### src/rtl/zx_vram_pkg.sv
// zx_vram_pkg: shared constants, arbiter state encoding and write-queue entry layout
package zx_vram_pkg;

  localparam int ZX_SCREEN_BYTES = 6912;
  localparam logic [12:0] ZX_ATTR_OFFSET = 13'h1800;

  typedef enum logic [1:0] {IDLE, VID_RD, VID_ACK, CPU_WR} arb_state_t;

  typedef struct packed {
    logic [12:0] offset;
    logic [7:0]  data;
  } fifo_entry_t;

endpackage

### src/rtl/zx_wr_fifo.sv
// zx_wr_fifo: snooped-write queue with push/pop/full/empty/level and a newest-entry data overwrite port
module zx_wr_fifo
  import zx_vram_pkg::*;
#(
  parameter int DEPTH = 4
) (
  input  logic                     CLK,
  input  logic                     RST,
  input  logic                     push,
  input  fifo_entry_t              push_data,
  input  logic                     pop,
  input  logic                     ovr_req,
  input  logic [12:0]              ovr_offset,
  input  logic [7:0]               ovr_data,
  output logic                     ovr_hit,
  output logic                     full,
  output logic                     empty,
  output logic [$clog2(DEPTH):0]   level,
  output fifo_entry_t              head
);

  localparam int AW = $clog2(DEPTH);

  fifo_entry_t mem [DEPTH];
  logic [AW-1:0] wp, rp;
  logic [12:0] newest_offset;
  logic push_ok, pop_ok;

  assign full = level == (AW+1)'(DEPTH);
  assign empty = level == '0;
  assign pop_ok = pop & ~empty;
  assign push_ok = push & (~full | pop_ok);
  assign head = mem[rp];
  assign newest_offset = mem[wp - AW'(1)].offset;
  // the newest entry may only absorb new data while it is not leaving the queue this cycle
  assign ovr_hit = ovr_req & ~empty & (newest_offset == ovr_offset) & ~(pop_ok & (level == (AW+1)'(1)));

  // Pointer and occupancy bookkeeping; reset flushes the queue
  always_ff @(posedge CLK or negedge RST)
    if (!RST) begin
      wp <= '0;
      rp <= '0;
      level <= '0;
    end else begin
      if (push_ok) wp <= wp + AW'(1);
      if (pop_ok) rp <= rp + AW'(1);
      level <= level + (AW+1)'(push_ok) - (AW+1)'(pop_ok);
    end

  // Entry storage: new writes land at the tail, coalesced writes update the newest entry
  always_ff @(posedge CLK)
    if (push_ok) mem[wp] <= push_data;
    else if (ovr_hit) mem[wp - AW'(1)].data <= ovr_data;

endmodule

### src/rtl/zx_vram_arbiter.sv
// zx_vram_arbiter: shares ZX screen RAM between video fetch and snooped Z80 writes (option: ZX_WR_COALESCE_EN)
module zx_vram_arbiter
  import zx_vram_pkg::*;
#(
  parameter logic [15:0] SCREEN_BASE  = 16'h4000,
  parameter int          SCREEN_BYTES = ZX_SCREEN_BYTES,
  parameter int          FIFO_DEPTH   = 4,
  parameter int          STARVE_LIMIT = 8
) (
  input  logic        CLK,
  input  logic        RST,
  input  logic        z80_clk,
  input  logic        MRQ,
  input  logic        WR,
  input  logic [15:0] A,
  input  logic [7:0]  D,
  input  logic        vid_req,
  input  logic [12:0] vid_addr,
  output logic        vid_ack,
  output logic [7:0]  vid_data,
  output logic [12:0] mem_addr,
  output logic [7:0]  mem_wdata,
  output logic        mem_we,
  output logic        mem_re,
  input  logic [7:0]  mem_rdata,
  output logic        wr_drop,
  output logic [2:0]  fifo_level
);

  localparam int LW = $clog2(FIFO_DEPTH) + 1;
  localparam int SW = $clog2(STARVE_LIMIT + 1);

  logic [2:0] zclk_s, mrq_s, wr_s;
  logic [15:0] a_s0, a_s1, diff;
  logic [7:0] d_s0, d_s1;
  logic armed, in_win, capture, cap_hit;
  logic ovr_req, ovr_hit, push, pop, full, empty;
  logic go_starve, go_vid, go_wr;
  logic [LW-1:0] level;
  logic [SW-1:0] starve_cnt;
  fifo_entry_t head;
  arb_state_t state;

  // Bring the asynchronous Z80 bus into the CLK domain; strobes idle high, z80_clk idles low
  always_ff @(posedge CLK or negedge RST)
    if (!RST) begin
      zclk_s <= 3'b000;
      mrq_s <= 3'b111;
      wr_s <= 3'b111;
      a_s0 <= '0;
      a_s1 <= '0;
      d_s0 <= '0;
      d_s1 <= '0;
    end else begin
      zclk_s <= {zclk_s[1:0], z80_clk};
      mrq_s <= {mrq_s[1:0], MRQ};
      wr_s <= {wr_s[1:0], WR};
      a_s0 <= A;
      a_s1 <= a_s0;
      d_s0 <= D;
      d_s1 <= d_s0;
    end

  assign diff = a_s1 - SCREEN_BASE;
  assign in_win = (a_s1 >= SCREEN_BASE) && ({16'd0, diff} < 32'(SCREEN_BYTES));
  assign capture = zclk_s[1] & ~zclk_s[2] & armed & ~mrq_s[2] & ~wr_s[2];
  assign cap_hit = capture & in_win;

  // One capture per bus write: disarm on capture, re-arm once /WR is seen high again
  always_ff @(posedge CLK or negedge RST)
    if (!RST) armed <= 1'b1;
    else if (capture) armed <= 1'b0;
    else if (wr_s[2]) armed <= 1'b1;

`ifdef ZX_WR_COALESCE_EN
  assign ovr_req = cap_hit;
`else
  assign ovr_req = 1'b0;
`endif

  assign push = cap_hit & ~ovr_hit;
  assign go_starve = ~empty & (starve_cnt == SW'(STARVE_LIMIT));
  assign go_vid = vid_req & ~go_starve;
  assign go_wr = ~empty & ~go_vid;
  // the head leaves the queue as the write slot is granted, so its data is already latched
  assign pop = (state == IDLE) & go_wr;
  assign fifo_level = 3'(level);

  zx_wr_fifo #(.DEPTH(FIFO_DEPTH)) u_fifo (
    .CLK(CLK),
    .RST(RST),
    .push(push),
    .push_data({diff[12:0], d_s1}),
    .pop(pop),
    .ovr_req(ovr_req),
    .ovr_offset(diff[12:0]),
    .ovr_data(d_s1),
    .ovr_hit(ovr_hit),
    .full(full),
    .empty(empty),
    .level(level),
    .head(head)
  );

  // Flag a snooped write lost to a full queue
  always_ff @(posedge CLK or negedge RST)
    if (!RST) wr_drop <= 1'b0;
    else wr_drop <= push & full & ~pop;

  // RAM port scheduler: video reads by default, a forced write slot after STARVE_LIMIT reads
  always_ff @(posedge CLK or negedge RST)
    if (!RST) begin
      state <= IDLE;
      vid_ack <= 1'b0;
      vid_data <= '0;
      mem_addr <= '0;
      mem_wdata <= '0;
      mem_we <= 1'b0;
      mem_re <= 1'b0;
      starve_cnt <= '0;
    end else begin
      vid_ack <= 1'b0;
      mem_we <= 1'b0;
      mem_re <= 1'b0;
      case (state)
        IDLE:
          if (go_vid) begin
            state <= VID_RD;
            mem_re <= 1'b1;
            mem_addr <= vid_addr;
          end else if (go_wr) begin
            state <= CPU_WR;
            mem_we <= 1'b1;
            mem_addr <= head.offset;
            mem_wdata <= head.data;
          end
        VID_RD: state <= VID_ACK;
        VID_ACK: begin
          vid_data <= mem_rdata;
          vid_ack <= 1'b1;
          state <= IDLE;
        end
        CPU_WR: state <= IDLE;
      endcase
      if (empty || state == CPU_WR) starve_cnt <= '0;
      else if (state == VID_RD && starve_cnt != SW'(STARVE_LIMIT)) starve_cnt <= starve_cnt + SW'(1);
    end

endmodule

### config.mk
export PLATFORM = sky130hd
export DESIGN_NAME = zx_vram_arbiter
export DESIGN_NICKNAME = d
export VERILOG_FILES = /design/src/rtl/zx_vram_pkg.sv /design/src/rtl/zx_wr_fifo.sv /design/src/rtl/zx_vram_arbiter.sv
export SDC_FILE = /design/constraint.sdc
export NUM_CORES = 1
export LEC_CHECK = 0
export BUFFER_PORTS_ARGS = -buffer_cell sky130_fd_sc_hd__buf_2
export CAP_MARGIN = 20
export CORE_MARGIN = 2
export CORE_UTILIZATION = 50
export DETAILED_ROUTE_END_ITERATION = 12
export PLACE_DENSITY = 0.78
export SYNTH_ARGS = -nofsm -noshare
export SYNTH_HDL_FRONTEND = slang
export SYNTH_SLANG_ARGS = --single-unit
### constraint.sdc
create_clock -name CLK -period 6.2 [get_ports CLK]
set_clock_uncertainty 0.1 [all_clocks]
set_input_delay 1.55 -clock CLK [delete_from_list [all_inputs] [get_ports CLK]]
set_output_delay 1.55 -clock CLK [all_outputs]
set_load 0.1 [all_outputs]
==> results of run 1 <==
path summary, 6_finish.rpt:
check,cells past startpoint,slack (ns),end
min in group asynchronous,1,1.03,d_s0[5]$_DFF_PN0_
max,10,3.03,u_fifo.level[2]$_DFF_PN0_
max in group asynchronous,2,3.86,mem_addr[5]$_DFFE_PN0P_
min reg2reg,0,0.25,a_s1[14]$_DFF_PN0_
min,0,0.25,a_s1[14]$_DFF_PN0_
max reg2reg,12,3.35,u_fifo.level[2]$_DFF_PN0_
cells in the mapped netlist (3+ instances only):
cell type	instances	area, um^2
nor3_1	3	15.0
dfstp_2	7	184
and2_0	8	50.1
a21oi_1	4	20.0
dfrtp_1	97	2430
xor2_1	3	26.3
a221o_1	13	130
mux4_1	4	105
edfxtp_1	84	2520
mux2_2	17	191
and2_1	9	56.3
nand2_1	6	22.5
ha_1	7	87.6
mux4_2	17	383
xnor2_1	5	43.8
nor2_1	5	18.8
buf_6	3	33.8
inv_1	9	33.8
flip-flops by register name, indices dropped and copies added (netlist names):
register	cells
u_fifo.mem	84
a_s0	16
a_s1	16
mem_addr	13
d_s0	8
d_s1	8
mem_wdata	8
vid_data	8
starve_cnt	4
mrq_s	3
u_fifo.level	3
wr_s	3
zclk_s	3
state	2
u_fifo.rp	2
u_fifo.wp	2
armed	1
mem_re	1
mem_we	1
vid_ack	1
wr_drop	1
stage by stage:
step,std cells,util,hold WS [ns],total power [uW]
CTS,612,0.608,0.250,4200
detailed placement,580,0.562,0.235,3130
floorplan,329,-,0.231,2900
finish,615,0.614,0.247,4160
global placement,580,0.562,0.233,3100
global route,615,0.614,0.254,4340
cell usage in the layout (no fill, tap or decap), types with 3 or more instances in the layout:
cell type / n
nor3_1: 3
and2_1: 9
dfstp_2: 7
clkinvlp_4: 3
a221o_1: 13
dfrtp_1: 97
nand2_1: 6
inv_6: 3
a21oi_1: 4
nor2_1: 5
clkbuf_16: 18
xnor2_1: 5
inv_1: 9
mux4_1: 4
xor2_1: 3
buf_2: 85
ha_1: 7
mux4_2: 17
edfxtp_1: 84
and2_0: 8
mux2_2: 17
buf_4: 4
worst max-delay path: stages:
cell	delay, ns
buf_2	0.13
a2111oi_4	0.27
buf_4	0.36
nor2_1	0.07
a21oi_1	0.13
ha_1	0.17
inv_1	0.05
fa_1	0.37
xnor2_1	0.15
xnor2_1	0.13
where the power goes:
group | internal [uW] | switching (uW) | total, uW
Sequential | 1460 | 149 | 1610
Clock | 600 | 462 | 1060
Combinational | 388 | 1100 | 1490
Total | 2450 | 1710 | 4160
layer usage:
metal,vias to the layer above,global-route usage,routed length [um]
li1,1439,-,-
met1,1592,0.219,4750
met2,88,0.240,4960
met3,18,0.0536,488
met4,0,0.0685,210
met5,-,0,0
layout make-up:
cell class,instances,area (um^2)
inverters,9,33.8
clock buffers,17,425
flip-flops and latches,188,5130
multi-input cells,122,1350
clock inverters,15,163
well taps,172,215
repair buffers,92,523
fillers,909,4930
cells by family after synthesis:
family,after synthesis,share of synthesized area
buffers and inverters,19,0.0182
AO/OA/AOI/OAI,23,0.0320
flip-flops,188,0.778
adder cells (fa/ha/maj),8,0.0163
multiplexers,38,0.103
XOR/XNOR,8,0.0106
AND/OR/NAND/NOR,45,0.0419
==> metrics, run 1 <==
Hold WC Path Type reg -> reg; RePlAce Congestion 0.732; antenna viol nets, final 0; final-report hold violation count 0; Clk Latency, worst-skew pair 0.43 ns; largest net degree at the start of global routing 56; asr flop ratio synth 0.553; Max Clock Freq 316 MHz; vias in the first global route 3185; WP data required 6.41 ns; pwr/cell area 531 mW/mm^2; CTS buffer count 17; Worst Setup End Kind flip-flop; ANT cells 0; RSZ-0062 raised after global routing false; CP Class in -> reg; Initial Util 0.517; root buffer cell clkbuf_16; TritonCTS clock tree yes; Die X 119 um; total grt overflow 0; Post-DP Area 0.00718 mm^2; Synth Instances 329; DR vias 3137; status finished clean; FF-to-FF Start starve_cnt[0]$_DFFE_PN0P_; drt total wl 10.4 mm; DPL Wire Length 6.57 mm; core footprint 0.0128 mm^2; Post-Syn Area per Cell 20.1 um^2; global-route usage over all layers 0.161; Leak 0.00318 uW; post-synth cell types 40; Post-synth EDFFs 84; startpoint types input port; crit-path max FO 26; Seq/Total Area, Yosys 0.778; slew margin rel. 0.306; post-route design area 0.00784 mm^2; post-cts sizing count 0; Post-Syn Nets 388; post-CTS setup buffer count 0; ys flop type dfrtp_1; initial DRC count 258; CTS H-Tree Depth 4; WP data arrival 3.38 ns; share of post-route cells with drive strength above 1 0.384; CP startpoint vid_req; pre-CTS WS 2.52 ns; post-route setup slack 3.03 ns; synthesized flop and latch total 188; Ports 87; worst slew pin tran 1.04 ns; Peak VDD IR 0.282 mV; Clock Tree Buf Depth 2; TritonRoute pass-1 iters 4; P&R area growth vs syn 18.8%; die area 0.0141 mm^2; first-pass GRT wire length 16.8 mm; clock slew at reported path FFs 0.06 ns; max cap viols 0; detailed-route vias per instance 5.10; Slew Viols, Final 0; mapped cell area 0.00660 mm^2; drc violations 0; Setup TNS Final 0 ns; WL/cell 16.9 um; Setup-failing EPs final 0; # rows 41; fin nets 489; Synth Warn # 0; antenna violations before repair 0; fin crit share 0.511; TritonCTS sink count 188; CTS Hold Bufs 0; Tmin final 3.17 ns; worst hold start a_s0[14]$_DFF_PN0_; Die Span Y 119 um; port bufs 86
Power figures use the tool's default switching activity.
==> run 2: changes to the inputs <==
==> constraint.sdc (replaced) <==
create_clock -name CLK -period 3.06 [get_ports CLK]
set_clock_uncertainty 0.1 [all_clocks]
set_input_delay 0.765 -clock CLK [delete_from_list [all_inputs] [get_ports CLK]]
set_output_delay 0.765 -clock CLK [all_outputs]
set_load 0.1 [all_outputs]
==> run 2 against run 1 <==
Effect of this change:
- non-clock buffer count up 3
- count of clock-buffer cells in the layout increased by 4
- clock power rose by 84%
- setup slack got worse by 2.5 ns
- sequential power increased by 100%
- power grew 99%
==> metrics, run 2 (synthesized netlist as in run 1, its figures left out) <==
status finished clean; CP Class reg -> reg; final-report hold violation count 0; Clk Latency, worst-skew pair 0.42 ns; Initial Util 0.517; post-CTS setup buffer count 0; largest net degree at the start of global routing 50; WL/cell 17.2 um; startpoint types flip-flop; total grt overflow 0; ANT cells 0; drc violations 0; global-route usage over all layers 0.163; Peak VDD IR 0.649 mV; Die X 119 um; port bufs 86; hold_ws 0.192 ns; TritonCTS clock tree yes; DPL Wire Length 6.86 mm; CTS H-Tree Depth 4; fin crit share 0.840; max cap viols 0; antenna viol nets, final 0; Setup-failing EPs final 0; initial DRC count 188; Hold WC Path Type in -> async; worst slew pin tran 1.07 ns; crit-path cells inv_1, ha_1, and3b_1, o21ai_0, a21oi_2, ha_1, inv_1, fa_1, xnor2_1, xnor2_1; commonest non-fill, non-tap cell in the layout dfrtp_1; most frequent cells in the layout dfrtp_1 (94), buf_2 (85), edfxtp_1 (84); CTS buffer count 17; Leak 0.00316 uW; pwr/cell area 1060 mW/mm^2; FF-to-FF Start starve_cnt[0]$_DFFE_PN0P_; share of post-route cells with drive strength above 1 0.386; detailed-route vias per instance 5.13; TritonRoute pass-1 iters 4; drt total wl 10.6 mm; Tmin final 2.57 ns; R2R depth 10; Max Clock Freq 389 MHz; Clock Tree Buf Depth 2; first-pass GRT wire length 17.1 mm; P&R area growth vs syn 17.8%; worst reg2reg setup slack 0.49 ns; root buffer cell clkbuf_16; R2R Path End u_fifo.level[2]$_DFF_PN0_; clock slew at reported path FFs 0.06 ns; TritonCTS sink count 188; # rows 41; CP max-delay cell dfrtp_1; vias in the first global route 3299; Setup TNS Final 0 ns; RePlAce Congestion 0.748; die area 0.0141 mm^2; DR vias 3173; slew margin rel. 0.281; Slew Viols, Final 0; Biggest register u_fifo.mem; crit-path max cell delay 0.40 ns; WP data arrival 2.81 ns; Ports 87; crit-path max FO 7; WP data required 3.30 ns; RSZ-0062 raised after global routing false; core footprint 0.0128 mm^2; top flop regs u_fifo.mem (84), a_s0 (16), a_s1 (16); delay-heaviest family, CP adder cells; post-cts sizing count 0; fin nets 492; Die Span Y 119 um; CP Buf/Inv Count 2; antenna violations before repair 0; Largest register FFs 84; CTS Hold Bufs 0; Worst Setup End Kind flip-flop
## run 2: cell types whose count changed in the layout (fill, tap and decap cells not counted), moves of 2 or more
cell,change
buf_4,+5
clkbuf_1,+4
clkinv_4,+3
dfrtp_1,-3
dfrtp_2,+3
bufinv_16,-2
clkinvlp_4,-2
## run 2: worst max path at each step
stage | slack [ns] | to | depth (start not counted) | from
global route | 0.31 | u_fifo.level[2]$_DFF_PN0_ | 10 | starve_cnt[0]$_DFFE_PN0P_
CTS | 0.49 | u_fifo.level[2]$_DFF_PN0_ | 10 | starve_cnt[0]$_DFFE_PN0P_
global placement | 0.58 | u_fifo.level[2]$_DFF_PN0_ | 9 | vid_req
detailed placement | 0.48 | u_fifo.level[2]$_DFF_PN0_ | 9 | vid_req
floorplan | 0.29 | u_fifo.level[2]$_DFF_PN0_ | 10 | u_fifo.level[1]$_DFF_PN0_
finish | 0.49 | u_fifo.level[2]$_DFF_PN0_ | 10 | starve_cnt[0]$_DFFE_PN0P_
## run 2: cell type report
type / count / area, um^2
Clock buffer: 21 / 440
Sequential cell: 188 / 5140
Timing Repair Buffer: 95 / 513
Clock inverter: 11 / 88.8
Fill cell: 913 / 5000
Inverter: 9 / 33.8
Tap cell: 172 / 215
Multi-Input combinational cell: 122 / 1350
## run 2: report_power, final
group          switching [uW]  internal, uW  total (uW)
registers                 269          2970        3240
logic                    2280           801        3090
clock network             897          1050        1950
total                    3450          4820        8270
## run 2: per-layer routing
layer	track usage	wire length [um]	vias up
met2	0.259	5340	98
met5	0	0	-
li1	-	-	1447
met3	0.0517	605	12
met1	0.213	4530	1616
met4	0.0580	146	0
## run 2: stage by stage
| step | total power (uW) | worst slack (ns) | std cells | utilization | instance area, um^2 |
|---|---|---|---|---|---|
| floorplan | 5880 | 0.293 | 329 | - | 6600 |
| global placement | 6310 | 0.576 | 586 | 0.567 | 7240 |
| detailed placement | 6390 | 0.482 | 586 | 0.567 | 7240 |
| CTS | 8350 | 0.486 | 618 | 0.609 | 7770 |
| global route | 8610 | 0.306 | 618 | 0.609 | 7770 |
| finish | 8270 | 0.491 | 618 | 0.609 | 7770 |
==> run 3: changes to the inputs <==
--- a/config.mk
+++ b/config.mk
@@ -5,12 +5,13 @@
 export SDC_FILE = /design/constraint.sdc
 export NUM_CORES = 1
 export LEC_CHECK = 0
+export ABC_AREA = 1
 export BUFFER_PORTS_ARGS = -buffer_cell sky130_fd_sc_hd__buf_2
 export CAP_MARGIN = 20
 export CORE_MARGIN = 2
 export CORE_UTILIZATION = 50
 export DETAILED_ROUTE_END_ITERATION = 12
-export PLACE_DENSITY = 0.78
+export PLACE_DENSITY = 0.77
 export SYNTH_ARGS = -nofsm -noshare
 export SYNTH_HDL_FRONTEND = slang
 export SYNTH_SLANG_ARGS = --single-unit
==> constraint.sdc (replaced) <==
create_clock -name CLK -period 2.5 [get_ports CLK]
set_clock_uncertainty 0.1 [all_clocks]
set_input_delay 0.625 -clock CLK [delete_from_list [all_inputs] [get_ports CLK]]
set_output_delay 0.625 -clock CLK [all_outputs]
set_load 0.1 [all_outputs]
==> run 3 against run 2 <==
Effect of this change:
- largest power group is now combinational cells
- sequential power is 20% higher
- register-to-register slack worse by 0.38 ns
- power is 31% higher
- area after synthesis is 3.4% higher
- die area is 3.3% higher
- sequential share of layout area is 3.4 points lower
- critical path depth is 5 higher
- count of clock-buffer cells in the layout is 4 lower
- clock power is 37% higher
==> metrics, run 3 <==
status finished clean; Die Span Y 121 um; Reg power frac 0.357; Worst Setup End Kind flip-flop; pwr/cell area 1320 mW/mm^2; TritonRoute pass-1 iters 4; initial DRC count 357; synthesized flop and latch total 188; Tmin final 2.39 ns; most frequent cells in the layout nand2_1 (170), dfrtp_1 (94), buf_2 (85); P_int 6060 uW; clock slew at reported path FFs 0.07 ns; worst slew pin tran 0.695 ns; simple-gate share of the synthesized area 0.149; FF-to-FF Start starve_cnt[0]$_DFFE_PN0P_; CP startpoint starve_cnt[0]$_DFFE_PN0P_; # rows 42; antenna viol nets, final 0; share of post-route cells with drive strength above 1 0.273; ANT cells 0; largest net degree at the start of global routing 45; WL/cell 15.5 um; Largest register FFs 84; post-synth cell types 31; hold_ws 0.0784 ns; crit-path max cell delay 0.42 ns; Biggest register u_fifo.mem; Post-DP Area 0.00756 mm^2; CTS Hold Bufs 0; DPL Wire Length 7.99 mm; dominant cell type by area after synthesis edfxtp_1; top flop regs u_fifo.mem (84), a_s0 (16), a_s1 (16); ys flop type dfrtp_1; Seq/Total Area, Yosys 0.752; total grt overflow 0; count leader, synth nand2_1; RSZ-0062 raised after global routing false; Post-Syn Nets 595; global-route usage over all layers 0.191; clock share of power 0.246; commonest cells in the netlist nand2_1 (170), dfrtp_1 (97), edfxtp_1 (84), nand3_1 (31), nor2_1 (25); total power draw 10900 uW; crit-path max FO 4; vias in the first global route 4226; area share of the largest cell type after synthesis 0.370; CP Class reg -> reg; DR vias 4162; max cap viols 0; most frequent CP cell nand2_1; fin nets 699; combinational power share 0.397; final-report hold violation count 0; multiplexer area fraction after synthesis 0; RePlAce Congestion 0.730; post-route design area 0.00820 mm^2; root buffer cell clkbuf_16; startpoint types flip-flop; Synth Warn # 0; TritonCTS clock tree yes; crit-path cells inv_2, ha_1, nand2_1, nor2_2, nand2_2, nand2_4, nand2_4, nor2_8, nand2_1, nand2_1, ha_1, inv_1, fa_2, xnor2_2, xor2_1; fillers 1013; antenna violations before repair 0; Setup-failing EPs final 0; Sw Ratio 0.442; detailed-route vias per instance 5.02; asr flop ratio synth 0.553; adder-cell share of the synthesized area 0.0158; Setup TNS Final 0 ns; WP data arrival 2.60 ns; port bufs 86; Synth Area in XOR/XNOR 0.00385; Peak VDD IR 0.597 mV; CP max-delay cell dfrtp_1; CTS H-Tree Depth 4; slew margin rel. 0.536; Ports 87; CTS buffer count 17; Slew Viols, Final 0; Initial Util 0.513; Max Clock Freq 418 MHz; Leak 0.00362 uW; Clock Tree Buf Depth 2; switching power total 4800 uW; fin crit share 0.957; Clk Latency, worst-skew pair 0.42 ns; Synth Instances 536; commonest non-fill, non-tap cell in the layout nand2_1; core footprint 0.0133 mm^2; largest family of logic cells by synthesized area simple AND/OR/NAND/NOR gates; Die X 121 um; Post-synth EDFFs 84; die area 0.0146 mm^2; TritonCTS sink count 188; mapped cell area 0.00683 mm^2; Post-Syn Area per Cell 12.7 um^2; Hold WC Path Type in -> async; Area contributors post-synth edfxtp_1 (37%), dfrtp_1 (36%), nand2_1 (9.3%); P&R area growth vs syn 20.2%; Final Core Density 0.617; drc violations 0; complex-gate fraction of the synthesized area 0.0502; drt total wl 12.8 mm; first-pass GRT wire length 20.9 mm; WP data required 2.71 ns
run 3: cell types whose count changed in the layout (fill, tap and decap cells not counted), sizes merged, moves of 8 or more:
cell	previous run	this run
nand2	6	176
o21ai	2	24
and2	18	0
nor2	5	29
nand3	2	31
mux2	17	0
a221o	13	0
inv	12	28
buf	95	103
mux4	21	0
o22ai	0	8
o211ai	1	13
run 3: path summary, 6_finish.rpt:
check | to | slack (ns) | depth (start not counted)
max in group asynchronous | mrq_s[2]$_DFF_PN1_ | 1.52 | 2
min in group CLK | wr_s[0]$_DFF_PN1_ | 0.20 | 1
setup / recovery | u_fifo.level[2]$_DFF_PN0_ | 0.11 | 15
setup reg to reg | u_fifo.level[2]$_DFF_PN0_ | 0.11 | 15
hold reg to reg | d_s1[7]$_DFF_PN0_ | 0.25 | 0
hold / removal | a_s1[10]$_DFF_PN0_ | 0.08 | 1
run 3: what timing repair did:
item | 4_1_cts | 5_1_grt
resized for setup | 0 | 5
setup endpoints to repair | 0 | 1
hold endpoints to repair | 0 | 0
setup buffers | 0 | 3
run 3: cell type report:
type                       count  area (um^2)  share of cell area
tap                          176          220              0.0268
clock inverter                15          174              0.0212
clock buffer                  17          425              0.0519
timing repair buffer         103          623              0.0759
inverter                      27          101              0.0124
multi-input combinational    303         1520               0.185
sequential                   188         5140               0.627
run 3: kinds of logic (layout without fill, tap and decap cells):
kind of cell    count (synthesis)  in the layout
buf+inv                        45            162
simple gates                  243            243
compound gates                 49             49
xor+xnor                        3              3
fa+ha+maj                       8              8
flops                         188            188
run 3: worst max-delay path: cells and delay by family, from the launching register on:
kind,cells,cell delay [ns]
XOR/XNOR,2,0.31
adder cells (fa/ha/maj),3,0.66
buffers and inverters,2,0.16
flip-flops,1,0.42
AND/OR/NAND/NOR,8,0.64
run 3: power by group through the flow:
stage          combinational, uW  clock, uW  sequential (uW)
2_1_floorplan               1460          0             5880
4_1_cts                     4280       2730             3880
5_1_grt                     4640       2840             3930
6_report                    4310       2670             3880
3_3_place_gp                4130          0             3910
3_5_place_dp                4250          0             3930
run 3: stage by stage:
step	std cells	setup WS, ns
3_5_place_dp	794	0.0962
2_1_floorplan	536	0.0165
3_3_place_gp	794	0.243
4_1_cts	826	0.0548
6_report	829	0.107
5_1_grt	829	0.00395
run 3: routing by layer:
layer,up-vias,GRT usage,routed length [um],share of wire
met5,-,0,0,0
met3,14,0.0415,762,0.059
met4,0,0.0814,216,0.017
li1,1995,-,-,-
met2,131,0.313,6560,0.51
met1,2022,0.246,5300,0.41
